## config.mk

```make
export PLATFORM = sky130hd
export DESIGN_NAME = tof_capture
export DESIGN_NICKNAME = d
export VERILOG_FILES = /design/src/rtl/tof_capture.sv
export SDC_FILE = /design/constraint.sdc
export NUM_CORES = 1
export LEC_CHECK = 0
export CAP_MARGIN = 25
export CORE_ASPECT_RATIO = 1.4
export CORE_MARGIN = 3
export CORE_UTILIZATION = 60
export CTS_CLUSTER_DIAMETER = 200
export DETAILED_ROUTE_END_ITERATION = 8
export MAX_ROUTING_LAYER = met4
export PLACE_DENSITY = 0.81
export SLEW_MARGIN = 25
export SYNTH_ARGS = -nofsm -noshare
export SYNTH_HDL_FRONTEND = slang
export SYNTH_SLANG_ARGS = --single-unit
```

## constraint.sdc

```tcl
create_clock -name wb_clk_i -period 3.7 [get_ports wb_clk_i]
set_input_delay 0.74 -clock wb_clk_i [delete_from_list [all_inputs] [get_ports wb_clk_i]]
set_output_delay 0.74 -clock wb_clk_i [all_outputs]
set_load 0.03 [all_outputs]
```

## src/rtl/tof_capture.sv

```systemverilog
// tof_capture: multi-channel sonar time-of-flight capture with register port.
// Define TOF_CAPTURE_IRQ_EN to build the completion interrupt (TW <= 16).
module tof_capture #(
  parameter int NCH = 4,
  parameter int TW  = 16
) (
  input  logic           wb_clk_i,
  input  logic           wb_rst_i,
  input  logic           start_i,
  input  logic           ce_pcm_i,
  input  logic [NCH-1:0] cmp_i,
  output logic           mclear_o,
  input  logic           wb_valid_i,
  input  logic [3:0]     wbs_adr_i,
  input  logic [15:0]    wbs_dat_i,
  input  logic           wbs_strb_i,
  output logic           wbs_ack_o,
  output logic [15:0]    wbs_dat_o,
  output logic           irq_o
);

  typedef enum logic [2:0] {
    S_IDLE   = 3'd0,
    S_CLEAR  = 3'd1,
    S_BLANK  = 3'd2,
    S_LISTEN = 3'd3,
    S_DONE   = 3'd4
  } state_t;

  state_t         state;
  logic [TW-1:0]  timer;
  logic [TW-1:0]  blank;
  logic [TW-1:0]  window;
  logic [TW-1:0]  tof [NCH];
  logic [NCH-1:0] captured;
  logic           enable;
  logic           irq_en;
  logic           done_flag;

  logic           wr;
  logic           wr_ctrl;
  logic [TW-1:0]  tick;
  logic [NCH-1:0] hits;
  logic           all_cap;
  logic [15:0]    status;
  logic [15:0]    rdata;

  function automatic logic [15:0] widen(input logic [TW-1:0] v);
    logic [15:0] r;
    r = '0;
    r[TW-1:0] = v;
    return r;
  endfunction

  function automatic logic [7:0] widen8(input logic [NCH-1:0] v);
    logic [7:0] r;
    r = '0;
    r[NCH-1:0] = v;
    return r;
  endfunction

  assign wr      = wb_valid_i & wbs_strb_i;
  assign wr_ctrl = wr && (wbs_adr_i == 4'd0);

  // saturating timer advance; never wraps past all-ones
  assign tick = (ce_pcm_i && (timer != '1)) ? timer + 1'b1 : timer;

  // first edge of each channel, only while listening
  assign hits    = (state == S_LISTEN) ? (cmp_i & ~captured) : '0;
  assign all_cap = &(captured | hits);

  assign status = {widen8(captured), 4'd0, done_flag, state};

  // register read multiplexer
  always_comb begin
    rdata = '0;
    case (wbs_adr_i)
      4'd0:  rdata = {14'd0, irq_en, enable};
      4'd1:  rdata = status;
      4'd2:  rdata = widen(blank);
      4'd3:  rdata = widen(window);
      4'd12: rdata = widen(timer);
      default: begin
        for (int k = 0; k < NCH; k++) begin
          if (wbs_adr_i == 4'(4 + k)) rdata = widen(tof[k]);
        end
      end
    endcase
  end

  // bus response: ack one cycle after each access, data holds pre-write value
  always_ff @(posedge wb_clk_i or negedge wb_rst_i) begin
    if (!wb_rst_i) begin
      wbs_ack_o <= 1'b0;
      wbs_dat_o <= '0;
    end else begin
      wbs_ack_o <= wb_valid_i;
      if (wb_valid_i) wbs_dat_o <= rdata;
    end
  end

`ifdef TOF_CAPTURE_IRQ_EN
  // interrupt enable bit and registered interrupt
  always_ff @(posedge wb_clk_i or negedge wb_rst_i) begin
    if (!wb_rst_i) begin
      irq_en <= 1'b0;
      irq_o  <= 1'b0;
    end else begin
      if (wr_ctrl) irq_en <= wbs_dat_i[1];
      irq_o <= done_flag & irq_en;
    end
  end
`else
  assign irq_en = 1'b0;
  assign irq_o  = 1'b0;
`endif

  // configuration registers and measurement sequencer
  always_ff @(posedge wb_clk_i or negedge wb_rst_i) begin
    if (!wb_rst_i) begin
      state     <= S_IDLE;
      timer     <= '0;
      enable    <= 1'b0;
      blank     <= '0;
      window    <= '1;
      captured  <= '0;
      done_flag <= 1'b0;
      mclear_o  <= 1'b0;
      for (int k = 0; k < NCH; k++) tof[k] <= '1;
    end else begin
      mclear_o <= 1'b0;
      if (wr_ctrl) enable <= wbs_dat_i[0];
      if (wr && (wbs_adr_i == 4'd2)) blank <= wbs_dat_i[TW-1:0];
      if (wr && (wbs_adr_i == 4'd3)) window <= wbs_dat_i[TW-1:0];
      if (wr && (wbs_adr_i == 4'd1)) done_flag <= 1'b0;

      if (wr_ctrl && !wbs_dat_i[0]) begin
        state <= S_IDLE;
      end else if (start_i && enable && (state != S_CLEAR)) begin
        state     <= S_CLEAR;
        mclear_o  <= 1'b1;
        timer     <= '0;
        captured  <= '0;
        done_flag <= 1'b0;
        for (int k = 0; k < NCH; k++) tof[k] <= '1;
      end else begin
        case (state)
          S_CLEAR: state <= S_BLANK;
          S_BLANK: begin
            timer <= tick;
            if (tick >= blank) state <= S_LISTEN;
          end
          S_LISTEN: begin
            timer    <= tick;
            captured <= captured | hits;
            for (int k = 0; k < NCH; k++) begin
              if (hits[k]) tof[k] <= timer;
            end
            if (all_cap || (timer >= window)) begin
              state     <= S_DONE;
              done_flag <= 1'b1;
            end
          end
          default: ;
        endcase
      end
    end
  end

endmodule

```

**Word level (Yosys, flattened, before mapping)**

Index checks and enable logic that the tools add are counted.

- Add/subtract/negate cells: 1
- Magnitude comparators: 2
- Equal/unequal tests: 15
- Muxes and demuxes: 29
- Bitwise operators: 5
- Reductions and logical operators: 27

Operators by type and width:

| operator | number |
|---|---|
| 16-bit two-way mux | 11 |
| 64-bit two-way mux | 2 |
| 16-bit one-hot mux with 5 select lines | 1 |
| 16-bit >= comparator | 2 |
| 16-bit by 1-bit adder with 16-bit output (second input constant) | 1 |
| 4-bit by 3-bit == test with 1-bit output (second input constant) | 4 |
| 16-bit != test (second input constant) | 1 |
| 3-bit AND reduction | 5 |
| 3-bit two-way mux | 4 |
| 4-bit two-way mux | 3 |
| 2-bit nonzero test | 6 |
| 3-bit one-hot mux with 3 select lines | 1 |
| 4-bit by 2-bit == test with 1-bit output (second input constant) | 2 |
| 1-bit logical AND | 8 |
| 1-bit two-way mux | 7 |
| 3-bit by 2-bit == test with 1-bit output (second input constant) | 2 |
| 5-bit nonzero test | 1 |
| 4-bit bitwise AND | 1 |
| 4-bit by 1-bit == test with 1-bit output (second input constant) | 1 |
| 4-bit == test (second input constant) | 1 |
| 4-bit zero test | 1 |
| 4-bit by 1-bit != test with 1-bit output (second input constant) | 1 |
| 4-bit != test (second input constant) | 1 |
| 4-bit NOT | 1 |
| 10 further kinds | 11 |

- Flip-flop bits (word level): 139
- Output and inout bits: 19

**Logic depth before layout (Yosys ltp)**

Gate-level depths: netlist (run 1).

- Word-level depth: 10
- Depth in mapped cells: 12

**Worst setup path after synthesis (run 1)**

Ideal clock, no wire load.

- Path type: register to register
- Start: register timer[1]
- End: register state[0]
- Library setup time: 124 ps
- Data arrival time: 2,669 ps
- Data required time: 3,576 ps
- Setup slack: 907 ps
- Cell stages (with the launch flop): 13
- Buffers on the path: 0
- Period minus slack after synthesis: 2,793 ps
- Cells stage by stage: dfrtp_1 > ha_1 > nand3_1 > nor3_2 > a21oi_2 > and2_1 > xor2_1 > ha_1 > a211oi_1 > a211oi_1 > o31ai_1 > a2111oi_0 > a211o_1

- Word-level cells in the longest chain between the ends: 6
- Elaborated cells on any way between the ends: 10
- Classes of those cells: add/sub (1); order compare (2); eq/ne (3); mux (1); reduce/logical (3)

RTL lines:

| element | RTL line | RTL |
|---|---|---|
| start, declared | 31 | `logic [TW-1:0] timer;` |
| start signal, assigned | 150 | `timer <= tick;` |
| start signal, assigned | 154 | `timer <= tick;` |
| branches (longest 5 deep; another with 16-bit by 1-bit adder with 16-bit output) | -- |  |
| 3-bit AND reduction (no line) * | -- |  |
| end signal, assigned | 148 | `S_CLEAR: state <= S_BLANK;` |
| end signal, assigned | 151 | `if (tick >= blank) state <= S_LISTEN;` |
| end signal, assigned | 160 | `state <= S_DONE;` |
| end, declared | 30 | `state_t state;` |

Mark *: on every way between the ends.
A chain may end at the register's enable or synchronous reset.

**Worst setup path in the final report (run 1)**

Ends and elaborated chain as after synthesis.

==> results, run 1 <==
- The synthesized area divided by synthesized cell count is 10.34 µm².
- The slowest stage of the critical path is the dfrtp_1 cell.
- The via count is 6,230.
- For the worst flop-to-flop path, the logic depth is 12.
- The layout cell share with drive strength beyond 1 is 0.2513.
- The die area is 14,310 µm².
- The insertion delay of the later-clocked pin in the worst-skew pair is 0.42 ns.
- STA classifies the critical path startpoint as a register.
- The repair_antennas step left the layout with diodes totalling 0.
- For this block, the routed nets add up to 21,340 µm of wire.
- The number of gates resized after CTS was 0.
- The initial antenna violation count came to 0.
- The clock tree from TritonCTS is built.
- TritonCTS created 17 clock buffers.
- Of all nets on the critical path, the largest fanout is 10.
- Synthesis produced a netlist with a net count of 811.
- The tightest slew margin relative to the limit is 0.4592.
- Setup repair after global routing left no endpoint under its margin.
- Data on the critical path is required at its endpoint by 4.00 ns.
- Across the routed clock network, the largest skew measured is 0.009261 ns.
- The worst setup path is of the register to register kind.
- The total number of placement rows is 48.
- The clock input transition at the sequential cells of the worst setup and hold paths is 0.06 ns.
- The path class of the lowest-slack min-delay path is primary input to asynchronous set/reset pin.
- In the finished design, the share of the clock period the worst path needs comes to 0.8911.
- The leakage power of the design is 3.711 nW.
- The effective utilization at floorplan is 0.6191.
- The count of buffers added by post-CTS timing repair for setup is 0.
- Across every metal layer, demand over resource in global routing totals 0.3240.
- Global routing finished with a remaining overflow of 0.
- The critical path goes through ha_1 -> nand3_1 -> nor3_2 -> a21oi_2 -> and2_1 -> xor2_1 -> ha_1 -> a211oi_1 -> a211oi_1 -> o31ai_1 -> a2111oi_0 -> a211o_1.
- The cell area that synthesis handed to floorplanning was 7734 µm².
- The number of buffers inserted by port buffering is 47.
- The cell count after synthesis is 748.
- The transition time at the pin with the least slew margin is 0.8112 ns.
- In this run the standard cell core region covers 12,490 µm².
- The number of global-route vias before repair came to 6,263.
- CTS built an H-tree with a depth of 4.
- In the global route stage, met2 resource usage came out at 0.5083.
- The average vias per placed instance is 6.558.
- Summed over all failing endpoints, the final setup total negative slack is 0 ns.
- The first TritonRoute pass finished after 5 iterations.
- The remaining design rule violation count is 0.
- The maximum single-stage delay on the critical path is 0.56 ns.
- For flop-to-flop paths, the worst setup slack is 0.40 ns.
- The met1 routing resource usage after global routing is 0.4067.
- The count of synthesis-stage warnings from yosys is 0.
- After the first detailed-routing iteration, the DRC count stood at 457.
- Counting flops with an async set or reset pin after synthesis yields a share of 1.000.
- The total of flip-flops plus latches after synthesis is 139.
- The final max-slew violation count is 0.
- Of the synthesized area, sequential elements account for 0.4627.
- The worst register-to-register path begins at timer[1].
- Summing all flip-flop and latch instances after layout gives 3578 µm².
- The area growth from synthesis to layout is 14.63%.
- The total setup violations reported at the end of the flow is 0.
- The flow ran to the end, and the final reports show no timing, DRC or antenna violations.
- At the end of routability-driven placement, the weighted congestion stood at 0.9701.
- The cell sitting at the root of the clock tree is a clkbuf_16.
- The pin count of the biggest net entering global routing is 75.
- The data arrival time at the worst-slack endpoint is 3.60 ns.
- The number of top-level pins is 49.
- For this run, global-route usage on met3 was measured as 0.05232.
- The remaining antenna violation count is 0.
- Dividing total power by cell area gives a power density of 571.8 nW/µm².
- The clock sink count is 139.
- The area after detailed placement is 8312 µm².
- The number of maximum-capacitance constraint violations is 0.
- The maximum count of clock buffers along a single path is 2.
- Based on the critical path, the design can be clocked at up to 0.3033 GHz.
- The number of distinct library cells after synthesis is 64.
- The count of hold buffers inserted by post-cts repair is 0.
- The area occupied by multi-input gates is 3702 µm².
- Summing all non-filler instances in the final layout gives an area of 8865 µm².
- The number of nets in the final layout is 850.
- After global routing, the most crowded layer is met2.
- Once detailed placement completed, the half-perimeter wirelength came to 15,730 µm.
- The leading register cell type out of synthesis is dfstp_2.
- The post-layout minimum cycle time is 3.297 ns.
- The count of flip-flops with a built-in enable after synthesis is 0.
- After detailed routing, the average wire length per cell comes to 22.47 µm.
- Measured along the x axis, the die boundary spans 102.0 µm.
- Counting the fill cells in the layout gives 934.
- The first-pass GRT wire length is 34,240 µm.
- The end of the worst register-to-register path is state[0].
- From bottom edge to top edge, the die measures 140.3 µm.
- The nature of the critical path endpoint is a register.
- The maximum vdd ir drop is 368.1 µV.
- The count of endpoints failing hold in the final timing report came to 0.
==> synth_stat cells, drive strengths merged, types with 2 or more instances <==
library cell  number  area share
a2111oi            2      0.0023
a211o              3      0.0034
a211oi             4      0.0039
a21oi             62       0.041
a221oi            11       0.012
a22o              11       0.012
a22oi              5      0.0049
a31oi             15       0.012
and2               4      0.0036
and2b              4      0.0039
and3               7      0.0057
buf               42       0.033
clkbuf            14      0.0068
dfrtp             59        0.19
dfstp             80        0.27
ha                33       0.053
inv               39       0.019
mux2              25       0.036
mux2i             16       0.021
mux4              10       0.029
nand2             64       0.032
nand2b             5      0.0040
nand3             12      0.0084
nand4              8      0.0073
nor2              47       0.025
nor2b              2      0.0026
nor3              26       0.019
nor3b              5      0.0081
o211ai             4      0.0039
o21ai             48       0.032
o22a              44       0.050
o31ai              3      0.0029
o41ai              2      0.0032
or2                7      0.0066
xnor2             12       0.014
xor2               3      0.0034
==> sequential cells by signal (all words and copies together) (netlist names) <==
| name | count |
|---|---|
| tof | 64 |
| blank | 16 |
| timer | 16 |
| wbs_dat_o | 16 |
| window | 16 |
| captured | 4 |
| state | 3 |
| done_flag | 1 |
| enable | 1 |
| mclear_o | 1 |
| wbs_ack_o | 1 |
==> kinds of logic after synthesis <==
| group | Yosys count | share of synthesized area |
|---|---|---|
| compound gates | 218 | 0.1877 |
| simple gates | 196 | 0.1340 |
| flops | 139 | 0.4627 |
| buf+inv | 95 | 0.05857 |
| mux | 51 | 0.08623 |
| fa+ha+maj | 33 | 0.05339 |
| xor+xnor | 15 | 0.01699 |
| other cells | 1 | 0.0004849 |
==> per-stage QoR <==
stage	power, mW	hold slack, ns	setup slack (ns)	std cells	util
floorplan	3.012	0.4444	0.9073	748	-
global placement	3.386	0.5000	0.3440	918	0.6654
detailed placement	3.460	0.5054	0.2830	918	0.6654
CTS	5.073	0.3641	0.4257	950	0.7096
global route	5.308	0.3918	0.1701	950	0.7096
finish	5.069	0.3512	0.4028	950	0.7096
==> power by group <==
| part | total [mW] | switching (mW) | internal, mW |
|---|---|---|---|
| Combinational | 1.22 | 0.677 | 0.542 |
| Clock | 1.60 | 0.669 | 0.929 |
| Sequential | 2.25 | 0.279 | 1.97 |
| Total | 5.07 | 1.63 | 3.44 |
==> worst max-delay path, delay by kind of cell (launching register included) <==
kind	cells	cell delay, ns
compound gates	6	1.23
simple gates	3	0.75
flops	1	0.56
fa+ha+maj	2	0.48
xor+xnor	1	0.15
==> worst max path at each step <==
stage               startpoint  endpoint  slack (ns)  cells past startpoint
finish                timer[1]  state[0]        0.40                     12
detailed placement    ce_pcm_i  state[0]        0.28                     11
CTS                   timer[1]  state[0]        0.43                     12
global route          timer[1]  state[0]        0.17                     12
global placement      ce_pcm_i  state[0]        0.34                     11
floorplan             timer[1]  state[0]        0.91                     12
==> per-layer routing <==
layer  routed length, µm  part of all wire
met4                1122             0.053
met5                   0                 0
met3                1039             0.049
met1                8658              0.41
met2               10520              0.49
==> layout by cell type (no fill, tap or decap), types with 7 or more instances in the layout <==
cell type         n
a221oi_1         11
nor3_1           24
mux2i_1          16
and3_1            7
o21ai_0          47
buf_4            28
dfrtp_1          59
clkbuf_16        17
clkdlybuf4s50_1  45
xnor2_1          12
a22o_1           11
mux2_2           25
ha_1             33
a21oi_1          61
nand3_1          11
inv_1            39
nor2_1           44
nand2_1          62
a31oi_1          15
o22a_1           44
dfstp_2          80
nand4_1           7
mux4_2           10
==> layout make-up <==
type | instances | share of cell area
repair buffers | 76 | 0.07862
flip-flops and latches | 139 | 0.4037
inverters | 39 | 0.01651
clock buffers | 19 | 0.04884
well taps | 150 | 0.02117
clock inverters | 13 | 0.01355
multi-input cells | 514 | 0.4176
(Power assumes the default switching activity.)
==> inputs of run 2 (changes only) <==
--- a/config.mk
+++ b/config.mk
@@ -13,6 +13,7 @@
 export DETAILED_ROUTE_END_ITERATION = 8
 export MAX_ROUTING_LAYER = met4
 export PLACE_DENSITY = 0.81
+export SETUP_SLACK_MARGIN = 0.5
 export SLEW_MARGIN = 25
 export SYNTH_ARGS = -nofsm -noshare
 export SYNTH_HDL_FRONTEND = slang
==> run 2 against run 1 <==
  * Combinational power rose by 3%
  * Sequential share of layout area fell by 0.23 points
  * Final cell count is 0.42% higher
  * Register-to-register slack gained 0.28 ns
  * Critical endpoint unchanged
  * Setup slack improved by 0.23 ns
  * Count of clock-buffer cells in the layout unchanged
  * Highest routed layer unchanged
  * First-iteration DRC count grew 7.0%
  * Clock power about the same
  * Largest cell class unchanged
==> results, run 2 (synthesis results as in run 1) <==
- The flow ran to the end, and the final reports show no timing, DRC or antenna violations.
- The clock tree from TritonCTS is built.
- The number of DRC violations after detailed-routing iteration 0 is 489.
- Of the cells placed in the final design, the portion with a size suffix greater than 1 is 0.2612.
- The register bank with the most flops is tof.
- In the final timing run, aggregate negative setup slack is 0 ns.
- The maximum count of clock buffers along a single path is 2.
- The number of hold buffers added after CTS was 0.
- The first-pass iteration count of the detailed router is 5.
- The count of endpoints failing hold in the final timing report was 0.
- In this run the number of H-tree levels came out at 4.
- Summing internal, switching and leakage power gives 5.095 mW.
- Setup repair after global routing left no endpoint under its margin.
- The kind of critical path is primary input to register.
- The first global-routing pass estimated 34,240 µm of wire.
- The nature of the critical path endpoint is a register.
- The minimum hold slack is 0.3477 ns.
- Timing analysis after detailed placement gives a worst setup slack of 0.2830 ns.
- The worst path meets setup with 0.6312 ns of slack.
- The total number of placement rows is 48.
- The effective utilization at floorplan is 0.6191.
- Across the run, the number of max-cap violations was 0.
- In the layout the commonest cells are 80 x dfstp_2, 62 x nand2_1, 60 x a21oi_1, 57 x dfrtp_1, 47 x o21ai_0.
- The most common cell type on the critical path is o21ai_0.
- The insertion delay of the later-clocked pin in the worst-skew pair is 0.42 ns.
- The tightest slew margin relative to the limit is 0.4698.
- The vertical die dimension is 140.3 µm.
- For the final database, setup skew stands at 0.007592 ns.
- The final routed wirelength across all metal layers is 21,390 µm.
- Clock tree synthesis found a total of 139 sinks.
- For this run, the total global-route usage over all layers was measured as 0.3242.
- Dividing the detail-routed via count by the number of cells gives 6.538.
- After clock tree synthesis, the clock-pin slew on the worst setup and hold paths is 0.06 ns.
- The total setup violations reported at the end of the flow is 0.
- For this run, the top clock speed supported by timing is 0.3259 GHz.
- The repair_antennas step left the layout with diodes totalling 0.
- The remaining design rule violation count is 0.
- Along the worst path, the maximum fanout reaches 3.
- Input and output buffers added on the ports amount to 47.
- The width of the die is 102.0 µm.
- In this run the static leakage power is 3.740 nW.
- The worst setup path is launched from a primary input.
- The non-filler instance count after layout is 954.
- The transition time at the pin with the least slew margin is 0.7953 ns.
- For this design the ratio of total power to cell area is 571.1 nW/µm².
- The die covers 14,310 µm².
- The post-layout minimum cycle time is 3.069 ns.
- The via count is 6,237.
- The root buffer cell chosen for the clock tree is clkbuf_16.
- The data arrival time at the worst-slack endpoint is 3.37 ns.
- The number of global-route vias before repair came to 6,257.
- The placed instances occupy a cell area of 8312 µm².
- The number of nets in the final layout is 854.
- The layout overhead on the synthesized area is 15.37%.
- The number of flip-flops in the largest register is 64.
- The number of placed instances with taps included is 918.
- The library cell contributing the largest single delay on the critical path is clkdlybuf4s50_1.
- Of the available clock period, the critical path in the final layout requires 0.8294.
- The initial antenna violation count is 0.
- The maximum vdd ir drop is 368.9 µV.
- The maximum single-stage delay on the critical path is 0.48 ns.
- The post-route cell area is 8922 µm².
- The half-perimeter wire length after placement is 15,730 µm.
- The path class of the lowest-slack min-delay path is primary input to asynchronous set/reset pin.
- The detail route stage leaves a number of antenna-violating nets equal to 0.
- The CTS buffer count is 17.
- The number of top-level pins is 49.
- The routability-driven placement congestion ratio is 0.9701.
- The utilization of the core after routing is 0.7142.
- In the final routed layout, each cell accounts on average for 22.42 µm.
- The total overflow left after global routing is 0.
- The final max-slew violation count is 0.
- The area of the core is 12,490 µm².
- The library cell used most frequently in the layout, excluding fill and tap cells, is dfstp_2.
- The pin count of the biggest net entering global routing is 75.
- Walking the worst path, the cells encountered are clkdlybuf4s50_1 -> inv_1 -> nor2_1 -> buf_4 -> nand4_1 -> xnor2_1 -> ha_1 -> a21oi_1 -> o21ai_0 -> nor3_1 -> o21ai_0 -> a211o_1.
- STA puts the critical path data required time at 4.00 ns.
run 2: path summary, 6_finish.rpt:
path,start,cells after the start,slack (ns),endpoint
max,ce_pcm_i,12,0.63,state[0]
max in group asynchronous,wb_rst_i,2,2.58,tof[54]
min reg2reg,tof[60],1,0.51,tof[60]
min,wb_rst_i,1,0.35,wbs_dat_o[2]
min in group wb_clk_i,tof[60],1,0.51,tof[60]
max reg2reg,timer[8],11,0.68,state[0]
run 2: per-layer routing:
layer | share of wire | wire length, µm | GRT usage | up-vias
li1 | - | - | - | 2802
met1 | 0.40 | 8610 | 0.4075 | 3092
met2 | 0.49 | 10560 | 0.5110 | 267
met3 | 0.050 | 1078 | 0.05182 | 76
met4 | 0.054 | 1147 | 0.1520 | 0
met5 | 0 | 0 | - | -
run 2: critical path, delay by kind of cell:
kind | cells | cell delay (ns)
AO/OA/AOI/OAI | 4 | 0.79
XOR/XNOR | 1 | 0.17
AND/OR/NAND/NOR | 3 | 0.61
buffers and inverters | 3 | 0.74
adder cells (fa/ha/maj) | 1 | 0.32
run 2: area by class of cell:
type,count,area (µm²)
multi-input combinational,514,3727
sequential,139,3581
fill,927,3570
timing repair buffer,80,726.9
clock buffer,19,432.9
tap,150,187.7
inverter,39,146.4
clock inverter,13,120.1
run 2: power by group:
part           internal (mW)  leakage, nW  total, mW  switching, mW
combinational          0.560         1.89       1.26          0.698
sequential              1.98         1.58       2.24          0.264
clock                  0.928        0.269       1.60          0.668
run 2: what timing repair did:
item / in CTS / in global routing
gates resized for setup: 2 / 5
buffers inserted: 0 / 4
endpoints found under the setup margin: 1 / 1
pin swaps: 0 / 2
